$ cat config.mk
export PLATFORM = sky130hd
export DESIGN_NAME = enc4to2_rx
export DESIGN_NICKNAME = d
export VERILOG_FILES = /design/src/rtl/enc4to2_rx.sv
export SDC_FILE = /design/constraint.sdc
export NUM_CORES = 1
export LEC_CHECK = 0
export ABC_CLOCK_PERIOD_IN_PS = 3000
export CAP_MARGIN = 20
export CORE_MARGIN = 2
export CORE_UTILIZATION = 50
export DETAILED_ROUTE_END_ITERATION = 6
export GPL_TIMING_DRIVEN = 0
export PLACE_DENSITY = 0.77
export RECOVER_POWER = 25
export SLEW_MARGIN = 20
export SYNTH_ARGS = -nofsm -noshare
export SYNTH_HDL_FRONTEND = slang
export SYNTH_SLANG_ARGS = --single-unit
$ cat constraint.sdc
create_clock -name clk -period 3 [get_ports clk]
set_input_delay 0.6 -clock clk [delete_from_list [all_inputs] [get_ports clk]]
set_output_delay 0.6 -clock clk [all_outputs]
set_load 0.01 [all_outputs]
$ cat src/rtl/enc4to2_rx.sv
// enc4to2_rx: one-hot to binary encoder with a 4-entry show-ahead FIFO.
// Flags and counts words that are not exactly one-hot.
module enc4to2_rx #(
   parameter int ERR_W = 8
) (
   input  logic             clk,
   input  logic             rst_n,
   input  logic             en_n,
   input  logic             in_valid,
   output logic             in_ready,
   input  logic [3:0]       in_y,
   output logic             out_valid,
   input  logic             out_ready,
   output logic [1:0]       out_code,
   output logic             out_err,
   output logic [ERR_W-1:0] err_cnt,
   output logic [2:0]       level
);

   logic [2:0]       mem_q [4];
   logic [2:0]       mem_d [4];
   logic [1:0]       wr_ptr_q, wr_ptr_d;
   logic [1:0]       rd_ptr_q, rd_ptr_d;
   logic [2:0]       level_q, level_d;
   logic [ERR_W-1:0] err_cnt_q, err_cnt_d;
   logic [1:0]       enc_code;
   logic             enc_err;
   logic             push, pop;

   // Encode: highest set bit wins; anything not exactly one-hot is an error.
   always_comb begin
      enc_code = 2'b00;
      if (in_y[3])      enc_code = 2'd3;
      else if (in_y[2]) enc_code = 2'd2;
      else if (in_y[1]) enc_code = 2'd1;
      unique case (in_y)
         4'b0001, 4'b0010,
         4'b0100, 4'b1000: enc_err = 1'b0;
         default:          enc_err = 1'b1;
      endcase
   end

   // Handshakes; reset holds intake off while asserted.
   assign in_ready  = rst_n & ~en_n & (level_q != 3'd4);
   assign out_valid = (level_q != 3'd0);
   assign push      = in_valid & in_ready;
   assign pop       = out_valid & out_ready;

   // Next-state for storage, pointers, occupancy and error counter.
   always_comb begin
      mem_d     = mem_q;
      wr_ptr_d  = wr_ptr_q + 2'(push);
      rd_ptr_d  = rd_ptr_q + 2'(pop);
      level_d   = level_q + 3'(push) - 3'(pop);
      err_cnt_d = err_cnt_q;
      if (push) begin
         mem_d[wr_ptr_q] = {enc_err, enc_code};
         if (enc_err && (err_cnt_q != {ERR_W{1'b1}}))
            err_cnt_d = err_cnt_q + 1'b1;
      end
   end

   // State registers; reset discards all entries immediately.
   always_ff @(posedge clk or negedge rst_n) begin
      if (!rst_n) begin
         mem_q     <= '{default: 3'b000};
         wr_ptr_q  <= 2'd0;
         rd_ptr_q  <= 2'd0;
         level_q   <= 3'd0;
         err_cnt_q <= '0;
      end else begin
         mem_q     <= mem_d;
         wr_ptr_q  <= wr_ptr_d;
         rd_ptr_q  <= rd_ptr_d;
         level_q   <= level_d;
         err_cnt_q <= err_cnt_d;
      end
   end

   assign out_code = mem_q[rd_ptr_q][1:0];
   assign out_err  = mem_q[rd_ptr_q][2];
   assign err_cnt  = err_cnt_q;
   assign level    = level_q;

endmodule

==> results of run 1 <==
[through the flow]
| stage | cells | utilization | worst slack [ns] | total power, uW | area, sq um |
|---|---|---|---|---|---|
| after floorplan | 102 | - | 0.7452 | 1028 | 1331 |
| after global placement | 156 | 0.6436 | -0.8365 | 1279 | 1609 |
| after detailed placement | 156 | 0.6416 | 0.02143 | 1314 | 1604 |
| after CTS | 160 | 0.6537 | 0.3369 | 1474 | 1634 |
| after global routing | 160 | 0.6537 | 0.2186 | 1566 | 1634 |
| final | 160 | 0.6537 | 0.3930 | 1457 | 1634 |
[routing by layer]
layer  routed length, microns  track usage  part of all wire
met3                       52      0.02326             0.022
met2                     1132       0.2806              0.49
met4                       40      0.07317             0.017
met5                        0            0                 0
met1                     1104       0.2132              0.47
[where the power goes]
group / total [uW] / internal, uW / switching, uW
logic: 637 / 396 / 241
registers: 662 / 521 / 141
clock network: 158 / 51.0 / 107
[worst register-to-register path, stage by stage (launching register included)]
cell                      delay [ns]
sky130_fd_sc_hd__dfrtp_1        0.48
sky130_fd_sc_hd__or3_1          0.45
sky130_fd_sc_hd__nand2_1        0.17
sky130_fd_sc_hd__xnor2_1        0.14
sky130_fd_sc_hd__ha_1           0.16
sky130_fd_sc_hd__inv_1          0.05
sky130_fd_sc_hd__fa_1           0.37
sky130_fd_sc_hd__xnor2_1        0.18
sky130_fd_sc_hd__xnor2_1        0.13
[layout make-up]
cell class / count / area (sq um)
plain buffers: 1 / 3.754
clock buffers: 3 / 22.52
clock inverters: 1 / 7.507
fillers: 200 / 865.8
inverters: 6 / 22.52
multi-input cells: 68 / 629.4
flip-flops and latches: 27 / 675.6
well taps: 30 / 37.54
repair buffers: 24 / 235.2
[synth_stat cells]
| cell | count | area, sq um |
|---|---|---|
| sky130_fd_sc_hd__nor4_4 | 1 | 21.27 |
| sky130_fd_sc_hd__nor2_2 | 1 | 6.260 |
| sky130_fd_sc_hd__nor3_1 | 4 | 20.02 |
| sky130_fd_sc_hd__or3_1 | 2 | 12.51 |
| sky130_fd_sc_hd__nand2_1 | 4 | 15.01 |
| sky130_fd_sc_hd__or2_2 | 1 | 6.260 |
| sky130_fd_sc_hd__xnor2_1 | 8 | 70.07 |
| sky130_fd_sc_hd__fa_1 | 1 | 20.02 |
| sky130_fd_sc_hd__nand2b_1 | 1 | 6.260 |
| sky130_fd_sc_hd__a211oi_4 | 1 | 20.02 |
| sky130_fd_sc_hd__a21oi_1 | 1 | 5.000 |
| sky130_fd_sc_hd__clkbuf_1 | 1 | 3.750 |
| sky130_fd_sc_hd__nand4b_4 | 1 | 23.77 |
| sky130_fd_sc_hd__nand3_1 | 6 | 30.03 |
| sky130_fd_sc_hd__xor2_1 | 6 | 52.55 |
| sky130_fd_sc_hd__nor4b_1 | 2 | 17.52 |
| sky130_fd_sc_hd__dfrtp_1 | 27 | 675.7 |
| sky130_fd_sc_hd__mux2_2 | 13 | 146.4 |
| sky130_fd_sc_hd__inv_1 | 6 | 22.52 |
| sky130_fd_sc_hd__nor3b_2 | 1 | 12.51 |
| sky130_fd_sc_hd__mux4_2 | 3 | 67.56 |
| sky130_fd_sc_hd__and3b_1 | 1 | 8.760 |
| sky130_fd_sc_hd__ha_1 | 3 | 37.54 |
| sky130_fd_sc_hd__nor2_1 | 6 | 22.52 |
| sky130_fd_sc_hd__a21o_1 | 1 | 7.510 |
[logic make-up after synthesis]
logic type	Yosys count
AND/OR/NAND/NOR	31
flip-flops	27
multiplexers	16
XOR/XNOR	14
buffers and inverters	7
adder cells (fa/ha/maj)	4
AO/OA/AOI/OAI	3
[registers in the layout, summed over array words and instances (netlist names)]
register / count
wr_ptr_q: 2
level: 3
err_cnt: 8
mem_q: 12
rd_ptr_q: 2
[worst paths after layout]
check / startpoint / to / slack [ns] / depth (start not counted)
worst min register to register: err_cnt[5] / err_cnt[5] / 0.52 / 1
max in group asynchronous: rst_n / err_cnt[7] / 2.35 / 1
worst max register to register: level[2] / level[2] / 0.80 / 8
min in group clk: err_cnt[5] / err_cnt[5] / 0.52 / 1
worst max-delay path: rst_n / in_ready / 0.39 / 4
worst min-delay path: rst_n / mem_q[11] / 0.25 / 1
==> impl_metrics.xml, run 1 <==
<?xml version="1.0" encoding="UTF-8"?>
<metrics>
  <group name="run_status">
    <metric name="outcome" unit="">finished, final reports clean</metric>
  </group>
  <group name="setup_path">
    <metric name="cpLargestDelayFamily" unit="">buffers and inverters</metric>
    <metric name="timing.critical_path.cells" unit="">buf_2 &gt; nand2b_1 &gt; a21oi_1 &gt; clkdlybuf4s50_1</metric>
    <metric name="cp_data_required_time" unit="ns">2.40</metric>
    <metric name="crit_type" unit="">input port to primary output</metric>
    <metric name="worst_ep_arrival_time" unit="ns">2.01</metric>
    <metric name="crit_slowest_cell" unit="">sky130_fd_sc_hd__clkdlybuf4s50_1</metric>
    <metric name="cp_max_fo" unit="">28</metric>
    <metric name="type_of_element_launching_the_critical_path" unit="">input port</metric>
    <metric name="critical_path.max_stage_delay" unit="ns">0.55</metric>
    <metric name="cp_num_buf_inv" unit="">2</metric>
    <metric name="nature_of_the_critical_path_endpoint" unit="">primary output</metric>
  </group>
  <group name="timing">
    <metric name="timing_worst_slew_pin_value" unit="ns">0.5975</metric>
    <metric name="hold_slack_final" unit="ns">0.2529</metric>
    <metric name="setup_total_negative_slack" unit="ns">0</metric>
    <metric name="finalCriticalPeriod" unit="ns">2.607</metric>
    <metric name="final_critical_path_share_of_the_clock_period" unit="">0.8690</metric>
    <metric name="timing_hold_violations_final" unit="">0</metric>
    <metric name="setup_viol_count_final" unit="">0</metric>
    <metric name="slew-limit-headroom" unit="">0.6017</metric>
    <metric name="max_freq" unit="GHz">0.3836</metric>
    <metric name="slew_viol_final" unit="">0</metric>
    <metric name="timing.clock.skew" unit="ns">0.01178</metric>
    <metric name="rsz_0062_raised_after_global_routing" unit="">false</metric>
  </group>
  <group name="cts">
    <metric name="clock_insertion_delay_worst_skew" unit="ns">0.33</metric>
    <metric name="hold_buffers" unit="">0</metric>
    <metric name="cts_resized" unit="">0</metric>
    <metric name="clock_tree.htree_level_count" unit="">1</metric>
    <metric name="cts_inserted_buffers" unit="">3</metric>
    <metric name="clockRootBuffer" unit="">sky130_fd_sc_hd__clkbuf_4</metric>
    <metric name="max-clock-path-buffers" unit="">2</metric>
    <metric name="clkTransAtPathRegs" unit="ns">0.15</metric>
    <metric name="cts_tree" unit="">yes</metric>
    <metric name="cts_setup_buffers" unit="">0</metric>
    <metric name="cts.sink_count" unit="">27</metric>
  </group>
  <group name="finish">
    <metric name="drive_above_1_share" unit="">0.2077</metric>
    <metric name="final_net_count" unit="">144</metric>
    <metric name="mostFrequentLayoutCells" unit="">sky130_fd_sc_hd__dfrtp_1, sky130_fd_sc_hd__clkdlybuf4s50_1, sky130_fd_sc_hd__mux2_2, sky130_fd_sc_hd__xnor2_1</metric>
    <metric name="antenna_cells" unit="">0</metric>
    <metric name="area_delta_synth_final" unit="%">22.74</metric>
    <metric name="layout.cells.most_common" unit="">sky130_fd_sc_hd__dfrtp_1</metric>
  </group>
  <group name="global_routing">
    <metric name="global_route_wire_length_before_repair" unit="mm">4.057</metric>
    <metric name="global_route.overflow_total" unit="">0</metric>
    <metric name="grt_antenna_before_repair" unit="">0</metric>
    <metric name="first_global_vias" unit="">906</metric>
    <metric name="globalRouteTotalUtil" unit="">0.1664</metric>
    <metric name="grt_start_max_net_pins" unit="">29</metric>
  </group>
  <group name="die">
    <metric name="ios" unit="">25</metric>
    <metric name="design.die.area" unit="sq um">3091</metric>
    <metric name="dieWidth" unit="microns">55.60</metric>
    <metric name="die_height" unit="microns">55.60</metric>
    <metric name="row_count" unit="">18</metric>
    <metric name="placeableCoreArea" unit="sq um">2500</metric>
    <metric name="initial_core_util" unit="">0.5325</metric>
  </group>
  <group name="routing">
    <metric name="vias_per_cell" unit="">5.275</metric>
    <metric name="route.antenna.remaining_nets" unit="">0</metric>
    <metric name="wl" unit="mm">2.329</metric>
    <metric name="routed-via-count" unit="">844</metric>
    <metric name="drtIter0Drc" unit="">12</metric>
    <metric name="drt-wirelength-per-cell" unit="microns">14.56</metric>
    <metric name="drc_viols" unit="">0</metric>
    <metric name="drt_pre_antenna_iters" unit="">4</metric>
  </group>
  <group name="place">
    <metric name="port_buf_inserts" unit="">24</metric>
    <metric name="hpwlAfterDp" unit="mm">1.747</metric>
    <metric name="gp_routability_congestion" unit="">0.6906</metric>
  </group>
  <group name="logic_synthesis">
    <metric name="postSynthRegisterBits" unit="">27</metric>
    <metric name="synth-adder-area-share" unit="">0.04323</metric>
    <metric name="netlist-cell-type-count" unit="">25</metric>
    <metric name="synth_simple_gate_area_share" unit="">0.1523</metric>
    <metric name="part_of_the_yosys_area_used_for_sequential_elements" unit="">0.5075</metric>
    <metric name="fraction_of_the_mapped_netlist_area_in_compound_gates" unit="">0.02444</metric>
    <metric name="post_synth_instance_area" unit="sq um">1331</metric>
    <metric name="synth_top_family_by_area" unit="">multiplexers</metric>
    <metric name="synth.mux.area_fraction" unit="">0.1607</metric>
    <metric name="netlist_instances" unit="">102</metric>
    <metric name="ys.warnings.count" unit="">0</metric>
    <metric name="synth.avg_cell_area" unit="sq um">13.05</metric>
    <metric name="synthesis.nets" unit="">115</metric>
    <metric name="synth_xor_area_frac" unit="">0.09211</metric>
  </group>
  <group name="hold_path">
    <metric name="worst_hold_path_type" unit="">input port to async pin</metric>
  </group>
  <group name="power">
    <metric name="vdd.ir_drop.worst" unit="mV">0.7275</metric>
    <metric name="power.density_cell_area" unit="nW/um^2">891.9</metric>
    <metric name="total_leakage_power" unit="uW">0.0006793</metric>
  </group>
  <group name="run">
    <metric name="cap_violations" unit="">0</metric>
  </group>
</metrics>
(Power assumes the default switching activity.)
==> run 2, diff against run 1 <==
--- a/config.mk
+++ b/config.mk
@@ -11,7 +11,7 @@
 export CORE_UTILIZATION = 50
 export DETAILED_ROUTE_END_ITERATION = 6
 export GPL_TIMING_DRIVEN = 0
-export PLACE_DENSITY = 0.77
+export PLACE_DENSITY = 0.84
 export RECOVER_POWER = 25
 export SLEW_MARGIN = 20
 export SYNTH_ARGS = -nofsm -noshare
==> run 2 against run 1 <==
Sequential power hardly changed. First-iteration DRC count stayed put. Highest routed layer unchanged. Critical path depth is 5 higher. Critical endpoint is now level[2]. Die area stayed put. Worst hold slack better by 0.011 ns. Clock-buffer cell count is 1 higher. Design area is 0.23% lower. Via count is 0.83% higher. Core utilization is 0.15 points lower. Register-to-register slack worse by 0.03 ns. Total power is 0.12% lower.
==> impl_metrics.xml, run 2 (synthesis results as in run 1) <==
<?xml version="1.0" encoding="UTF-8"?>
<metrics>
  <group name="power">
    <metric name="power.clock.fraction" unit="">0.105</metric>
    <metric name="switching_share" unit="">0.3349</metric>
    <metric name="switching_power_summed_over_all_nets" unit="uW">487.5</metric>
    <metric name="sequentialPowerShare" unit="">0.456</metric>
    <metric name="vdd.ir_drop.worst" unit="mV">0.6497</metric>
    <metric name="combPwrFrac" unit="">0.439</metric>
    <metric name="total_leakage_power" unit="uW">0.0006804</metric>
    <metric name="p_int" unit="uW">968.1</metric>
    <metric name="power.density_cell_area" unit="nW/um^2">892.8</metric>
  </group>
  <group name="routing">
    <metric name="routed-via-count" unit="">851</metric>
    <metric name="wl_met1" unit="mm">1.054</metric>
    <metric name="top_signal_layer_used" unit="">met4</metric>
    <metric name="drtIter0Drc" unit="">12</metric>
    <metric name="drt_pre_antenna_iters" unit="">4</metric>
    <metric name="drt-wirelength-per-cell" unit="microns">15.03</metric>
    <metric name="route.met2.wl" unit="mm">1.256</metric>
    <metric name="wl" unit="mm">2.404</metric>
    <metric name="met3WireLength" unit="microns">80</metric>
    <metric name="route.antenna.remaining_nets" unit="">0</metric>
    <metric name="vias_per_cell" unit="">5.319</metric>
    <metric name="drc_viols" unit="">0</metric>
  </group>
  <group name="global_routing">
    <metric name="grt_start_max_net_pins" unit="">29</metric>
    <metric name="globalRouteTotalUtil" unit="">0.1720</metric>
    <metric name="global_route_wire_length_before_repair" unit="mm">4.160</metric>
    <metric name="global_route.overflow_total" unit="">0</metric>
    <metric name="grt_antenna_before_repair" unit="">0</metric>
    <metric name="first_global_vias" unit="">934</metric>
  </group>
  <group name="timing">
    <metric name="final.setup.worst_slack" unit="ns">0.3844</metric>
    <metric name="slew_viol_final" unit="">0</metric>
    <metric name="timing_hold_violations_final" unit="">0</metric>
    <metric name="setup_viol_count_final" unit="">0</metric>
    <metric name="slew-limit-headroom" unit="">0.6050</metric>
    <metric name="timing.clock.skew" unit="ns">0.004833</metric>
    <metric name="timing_worst_slew_pin_value" unit="ns">0.5924</metric>
    <metric name="max_freq" unit="GHz">0.3823</metric>
    <metric name="final_critical_path_share_of_the_clock_period" unit="">0.8719</metric>
    <metric name="finalCriticalPeriod" unit="ns">2.616</metric>
    <metric name="rsz_0062_raised_after_global_routing" unit="">false</metric>
  </group>
  <group name="place">
    <metric name="gp_routability_congestion" unit="">0.7225</metric>
    <metric name="post-place-ws" unit="ns">-0.01098</metric>
    <metric name="port_buf_inserts" unit="">24</metric>
    <metric name="hpwlAfterDp" unit="mm">1.826</metric>
  </group>
  <group name="setup_path">
    <metric name="cp_data_required_time" unit="ns">3.21</metric>
    <metric name="worst_ep_arrival_time" unit="ns">2.82</metric>
    <metric name="cp_max_fo" unit="">28</metric>
    <metric name="type_of_element_launching_the_critical_path" unit="">input port</metric>
    <metric name="crit_type" unit="">input port to register</metric>
    <metric name="nature_of_the_critical_path_endpoint" unit="">register</metric>
  </group>
  <group name="die">
    <metric name="placeableCoreArea" unit="sq um">2500</metric>
    <metric name="die_height" unit="microns">55.60</metric>
    <metric name="dieWidth" unit="microns">55.60</metric>
    <metric name="row_count" unit="">18</metric>
    <metric name="design.die.area" unit="sq um">3091</metric>
    <metric name="initial_core_util" unit="">0.5325</metric>
    <metric name="ios" unit="">25</metric>
  </group>
  <group name="finish">
    <metric name="antenna_cells" unit="">0</metric>
    <metric name="drive_above_1_share" unit="">0.2000</metric>
    <metric name="layout.cells.most_common" unit="">sky130_fd_sc_hd__dfrtp_1</metric>
    <metric name="area_delta_synth_final" unit="%">22.46</metric>
    <metric name="mostFrequentLayoutCells" unit="">sky130_fd_sc_hd__dfrtp_1, sky130_fd_sc_hd__clkdlybuf4s50_1, sky130_fd_sc_hd__mux2_2, sky130_fd_sc_hd__xnor2_1</metric>
    <metric name="final_net_count" unit="">144</metric>
    <metric name="largest_register" unit="">mem_q</metric>
    <metric name="max_ffs_per_register" unit="">12</metric>
    <metric name="finish.utilization" unit="">0.6522</metric>
  </group>
  <group name="cts">
    <metric name="cts_tree" unit="">yes</metric>
    <metric name="clkTransAtPathRegs" unit="ns">0.14</metric>
    <metric name="max-clock-path-buffers" unit="">2</metric>
    <metric name="cts_setup_buffers" unit="">0</metric>
    <metric name="hold_buffers" unit="">0</metric>
    <metric name="cts.sink_count" unit="">27</metric>
    <metric name="clock_insertion_delay_worst_skew" unit="ns">0.31</metric>
    <metric name="clockRootBuffer" unit="">sky130_fd_sc_hd__clkbuf_4</metric>
    <metric name="cts_resized" unit="">0</metric>
    <metric name="clock_tree.htree_level_count" unit="">1</metric>
    <metric name="cts_inserted_buffers" unit="">3</metric>
  </group>
  <group name="run">
    <metric name="cap_violations" unit="">0</metric>
  </group>
  <group name="run_status">
    <metric name="outcome" unit="">finished, final reports clean</metric>
  </group>
  <group name="hold_path">
    <metric name="worst_hold_path_type" unit="">input port to async pin</metric>
  </group>
</metrics>
==> run 2: changes by cell type in the layout (fill, tap and decap cells not counted), sizes merged <==
cell | previous run | this run
clkbuf | 4 | 5
clkinvlp | 1 | 0
==> run 2: final cells by class <==
| class | instances | area [sq um] |
|---|---|---|
| fill | 191 | 869.6 |
| multi-input combinational | 68 | 629.4 |
| buffer | 1 | 3.754 |
| inverter | 6 | 22.52 |
| sequential | 27 | 675.6 |
| tap | 30 | 37.54 |
| clock buffer | 4 | 26.28 |
| timing repair buffer | 24 | 235.2 |
==> run 2: critical path, stage by stage <==
cell	delay, ns
sky130_fd_sc_hd__buf_2	0.47
sky130_fd_sc_hd__nand2b_1	0.21
sky130_fd_sc_hd__a211oi_4	0.47
sky130_fd_sc_hd__xnor2_1	0.20
sky130_fd_sc_hd__ha_1	0.18
sky130_fd_sc_hd__inv_1	0.05
sky130_fd_sc_hd__fa_1	0.37
sky130_fd_sc_hd__xnor2_1	0.14
sky130_fd_sc_hd__xnor2_1	0.13
==> run 2: power by group through the flow <==
stage               clock network [uW]  logic (uW)  registers, uW
finish                             152         639            664
global route                       175         695            687
CTS                                155         650            662
detailed placement                   0         646            671
global placement                     0         621            654
floorplan                            0         368            659
==> run 2: path summary, 6_finish.rpt <==
kind | to | depth (start not counted) | start | slack, ns
setup / recovery | level[2] | 9 | rst_n | 0.38
hold / removal | mem_q[6] | 1 | rst_n | 0.26
setup reg to reg | level[2] | 8 | level[2] | 0.77
hold reg to reg | err_cnt[5] | 1 | err_cnt[5] | 0.50
max in group asynchronous | mem_q[1] | 1 | rst_n | 2.34
min in group clk | err_cnt[5] | 1 | err_cnt[5] | 0.50
==> run 2: layer usage <==
layer,global-route usage,vias to the layer above
met5,0,-
met4,0.06620,0
met3,0.02791,2
met2,0.2857,13
met1,0.2264,425
li1,-,411
==> run 2: metrics by stage <==
stage          area [sq um]  hold slack, ns  TNS (ns)  instances  total power (uW)
2_1_floorplan          1331          0.3044         0        102              1028
4_1_cts                1630          0.2927         0        160              1467
5_1_grt                1630          0.3001         0        160              1556
3_5_place_dp           1604          0.4849  -0.01098        156              1317
3_3_place_gp           1609          0.4827    -10.77        156              1276
6_report               1630          0.2641         0        160              1456
